File: src/rtl/rr_display_arbiter.sv
// Round-robin arbiter for 8 requesters sharing one grant slot and a 7-segment display.
// Grants are registered, held until done, request drop or MAX_HOLD timeout, followed by a GAP.
module rr_display_arbiter #(
  parameter int unsigned MAX_HOLD   = 15,
  parameter int unsigned GAP_CYCLES = 1
) (
  input  logic       clk,
  input  logic       rst,
  input  logic [7:0] req,
  input  logic       done,
  output logic [7:0] grant,
  output logic       grant_valid,
  output logic       timeout,
  output logic [6:0] segments,
  output logic       none
);

  localparam int unsigned    CW       = (MAX_HOLD < 1) ? 1 : $clog2(MAX_HOLD + 1);
  localparam logic [CW-1:0]  CNT_MAX  = (MAX_HOLD == 0) ? '1 : CW'(MAX_HOLD);
  localparam logic [3:0]     GAP_INIT = 4'(GAP_CYCLES);

  typedef enum logic [1:0] {
    S_IDLE,
    S_GRANT,
    S_GAP
  } state_t;

  state_t        state_q;
  logic [2:0]    ptr_q;
  logic [2:0]    gidx_q;
  logic [CW-1:0] cnt_q;
  logic [3:0]    gap_q;
  logic [7:0]    grant_q;
  logic          timeout_q;
  logic [6:0]    seg_q;

  logic [2:0]    win;
  logic [2:0]    idx;
  logic          found;
  logic          hold_hit;
  logic          rel;

  function automatic logic [6:0] digit(input logic [2:0] k);
    logic [6:0] d;
    unique case (k)
      3'd0: d = 7'b0111111;
      3'd1: d = 7'b0000110;
      3'd2: d = 7'b1011011;
      3'd3: d = 7'b1001111;
      3'd4: d = 7'b1100110;
      3'd5: d = 7'b1101101;
      3'd6: d = 7'b1111101;
      default: d = 7'b0000111;
    endcase
    return d;
  endfunction

  // Descending search from ptr with wrap: the first set request wins.
  always_comb begin
    win   = '0;
    idx   = '0;
    found = 1'b0;
    for (int unsigned i = 0; i < 8; i++) begin
      idx = ptr_q - 3'(i);
      if (!found && req[idx]) begin
        found = 1'b1;
        win   = idx;
      end
    end
  end

  assign hold_hit = (MAX_HOLD != 0) && (cnt_q == CNT_MAX);
  assign rel      = done || !req[gidx_q] || hold_hit;

  always_ff @(posedge clk or posedge rst) begin
    if (rst) begin
      state_q   <= S_IDLE;
      ptr_q     <= 3'd7;
      gidx_q    <= '0;
      cnt_q     <= '0;
      gap_q     <= '0;
      grant_q   <= '0;
      timeout_q <= 1'b0;
      seg_q     <= '0;
    end else begin
      timeout_q <= 1'b0;
      unique case (state_q)
        S_IDLE: begin
          if (found) begin
            grant_q <= 8'b1 << win;
            gidx_q  <= win;
            seg_q   <= digit(win);
            cnt_q   <= CW'(1);
            ptr_q   <= win - 3'd1;
            state_q <= S_GRANT;
          end
        end
        S_GRANT: begin
          if (rel) begin
            // Timeout only flags a release that neither done nor a dropped request explains.
            timeout_q <= !done && req[gidx_q];
            grant_q   <= '0;
            seg_q     <= '0;
            gap_q     <= GAP_INIT;
            state_q   <= (GAP_CYCLES == 0) ? S_IDLE : S_GAP;
          end else if (cnt_q != CNT_MAX) begin
            cnt_q <= cnt_q + CW'(1);
          end
        end
        S_GAP: begin
          gap_q <= gap_q - 4'd1;
          if (gap_q <= 4'd1) state_q <= S_IDLE;
        end
        default: state_q <= S_IDLE;
      endcase
    end
  end

  assign grant       = grant_q;
  assign grant_valid = |grant_q;
  assign none        = ~|grant_q;
  assign timeout     = timeout_q;
  assign segments    = seg_q;

endmodule

File: config.mk
export PLATFORM = sky130hd
export DESIGN_NAME = rr_display_arbiter
export DESIGN_NICKNAME = d
export VERILOG_FILES = /design/src/rtl/rr_display_arbiter.sv
export SDC_FILE = /design/constraint.sdc
export NUM_CORES = 1
export LEC_CHECK = 0
export ABC_AREA = 1
export CORE_ASPECT_RATIO = 0.7
export CORE_MARGIN = 2
export CORE_UTILIZATION = 45
export CTS_CLUSTER_SIZE = 20
export DETAILED_ROUTE_END_ITERATION = 6
export HOLD_SLACK_MARGIN = 0.1
export PLACE_DENSITY = 0.75
export SLEW_MARGIN = 20
export SYNTH_ARGS = -nofsm -noshare
export SYNTH_HDL_FRONTEND = slang
export SYNTH_SLANG_ARGS = --single-unit
export TNS_END_PERCENT = 50
File: constraint.sdc
create_clock -name clk -period 3.1 [get_ports clk]
set_input_delay 0.31 -clock clk [delete_from_list [all_inputs] [get_ports clk]]
set_output_delay 0.31 -clock clk [all_outputs]
set_load 0.01 [all_outputs]
==> impl_metrics.yaml <==
yosys:
  dominantRegCellSynth: "dfrtp_1"
  synth.ff_latch_count: 32
  synthesis.area_mm2: 0.00232
  post-synth-top-area-fraction_pct: 31.3
  postSynth.asyncResetShare_pct: 100
  netlist.top_cell.by_area: "dfrtp_1"
  synthesis.yosys.warnings: 0
  netlist-cell-type-count: 41
  yosys.cell_count.top_type: "nand2_1"
  synth.net_count: 337
  syn-mean-instance-area_um2: 7.33
  synth_enable_flop_cells: 0
  synth_top_cells_by_area: "dfrtp_1, nand2_1, nand3_1"
  postSynthCellCount: 316
  seq_area_frac_synth_pct: 34.7
  netlist_top_cells_count: "nand2_1, nand3_1, inv_1"
cts:
  numCtsBuffers: 5
  cts.sink_count: 32
  cts_htree_levels: 2
  clock_tree.root_cell: "clkbuf_8"
  ctsHoldBuffers: 0
  tritoncts: "done"
  clk_pin_slew_worst_paths_ns: 0.07
  cts_buffer_depth: 2
  worst_skew_pair.late_latency_ns: 0.29
critical_path:
  reg2reg_depth: 19
  cp-startpoint: "ptr_q[0]"
  critical_path.endpoint_type: "flip-flop"
  rrSetupSlack_ns: -0.04
  setup.worst_path.end: "ptr_q[2]"
  critPathMaxFanout: 8
  cp.required_ns: 3.32
  data_arrival_at_the_endpoint_of_the_critical_path_ns: 3.36
  startpoint_type: "flip-flop"
  crit_type: "reg2reg"
  reg2reg_to: "ptr_q[2]"
  regToRegStartpoint: "ptr_q[0]"
timing:
  max_freq_mhz: 319
  max_slew.worst_pin.slew_ns: 0.508
  finalSetupTns_ns: -0.133
  finalSetupViolations: 4
  max_slew_margin_pct: 65.7
  fin_hold_viols: 0
  timing.final.crit_share_pct: 101
  finalWorstSetupSlack_ns: -0.0390
  slew_viol_final: 0
  finalWorstPathRequiredPeriod_ns: 3.14
  rsz0062_at_grt: "yes"
  timing.clock.skew_ns: 0.00263
grt:
  global_route_usage_sum_pct: 20.1
  grt_pass1_vias: 2042
  grt_pass1_wl_um: 9290
  grt_max_degree: 33
  grt_overflow_total: 0
  grt_antenna_before_repair: 0
detailed_routing:
  postRouteAntennaNets: 0
  first_drt_pass_iteration_count: 5
  post_drt_wl_per_cell_um: 13.8
  via_count: 2281
  drt-initial-drc-count: 143
  drc: 0
  routed_via_density: 5.32
  post_detailed_routing_wire_length_um: 5940
die:
  die_w_um: 89.7
  floorplan.die_area_mm2: 0.00575
  core_mm2: 0.00486
  row_count: 21
  initial_utilization_pct: 47.6
  top_level_i_o_count: 29
  fp.dieH_um: 64.0
placed_design:
  place_hpwl_um: 4230
  gp_congestion: 0.896
  post_dp_cell_area_mm2: 0.00274
  place_inst: 413
  port_buffers: 28
run:
  maxCapViolCount: 0
finish:
  drive_above_1_share_pct: 23.3
  final_area_mm2: 0.00301
  area_growth_pct: 29.8
  fin_nets: 380
  finished_layout_cells: 429
  antennaDiodeCount: 0
outcome:
  run_status: "finished, violations left"
  violated_checks: "setup timing"
min_path:
  hp-class: "in2async"
## timing repair
action                     4_1_cts  5_1_grt
resized for setup                0       28
buffers inserted                 0        8
setup endpoints to repair        0        8
## flip-flops by register name (all words and copies together), names as in the netlist
| name | cells |
|---|---|
| ptr_q | 3 |
| timeout | 1 |
| gap_q | 4 |
| cnt_q | 4 |
| segments | 7 |
| state_q | 2 |
| gidx_q | 3 |
| grant | 8 |
## cell type report
class / instances / area, um^2
Fill cell: 450 / 1860
Multi-Input combinational cell: 241 / 1480
Sequential cell: 32 / 805
Timing Repair Buffer: 43 / 393
Inverter: 36 / 145
Tap cell: 69 / 86.3
Clock buffer: 6 / 82.6
Clock inverter: 2 / 10.0
## stage by stage
step / setup WS [ns] / hold slack (ns) / util (%)
2_1_floorplan: 0.0148 / 0.424 / -
3_3_place_gp: 0.105 / 0.464 / 56.3
3_5_place_dp: 0.0375 / 0.467 / 56.3
4_1_cts: 0.0229 / 0.458 / 58.2
5_1_grt: -0.247 / 0.472 / 61.8
6_report: -0.0390 / 0.443 / 61.8
## critical path, cell delays in order (launching register included)
cell and delay (ns):
dfstp_2 0.56, clkinv_4 0.06, ha_4 0.29, inv_6 0.11, nand3_4 0.08, nand3_2 0.12, nand2_4 0.08, nor2_8 0.15
nand4_4 0.11, nor3_4 0.28, nand2_2 0.12, o21ai_4 0.19, inv_2 0.09, buf_4 0.14, buf_4 0.12, ha_1 0.21
nand2_1 0.09, o21ai_0 0.11, nand2_1 0.09, o21ai_1 0.07
## cell families after synthesis
logic type	count (synthesis)	share of synthesized area [%]
simple gates	186	39.6
buf+inv	43	8.10
compound gates	39	9.78
flops	32	34.7
fa+ha+maj	10	5.40
xor+xnor	4	1.51
mux	2	0.864
## routing by layer
metal	vias to the layer above	global-route usage, %	wire length, um
met2	89	31.3	2650
met4	0	6.35	71
met5	-	0	0
met1	1060	28.4	2770
li1	1121	-	-
met3	11	4.25	446
## how the worst min path moves through the flow
stage,start,to,cells after the start
detailed placement,segments[1],segments[1],2
finish,rst,segments[2],3
floorplan,rst,cnt_q[0],1
global placement,segments[1],segments[1],2
CTS,rst,grant[0],3
global route,rst,segments[2],3
## layout by cell type (no fill, tap or decap), types with 3 or more instances in the layout
master,count
xnor2_1,3
clkdlybuf4s50_1,28
nand3_1,29
dfrtp_1,29
o21ai_1,7
o21ai_0,10
nand2_1,87
nand3_4,5
nand2_2,15
nand2_4,6
nor3_1,3
o21ai_2,3
nand4_1,3
clkbuf_8,6
a21oi_1,6
nor2_1,19
inv_2,7
ha_1,7
dfstp_2,3
o22ai_1,4
inv_1,27
buf_4,15
nand3_2,8
Power is not shown: default switching activity piles up to over one toggle a cycle in this logic, so the estimate is an artifact.
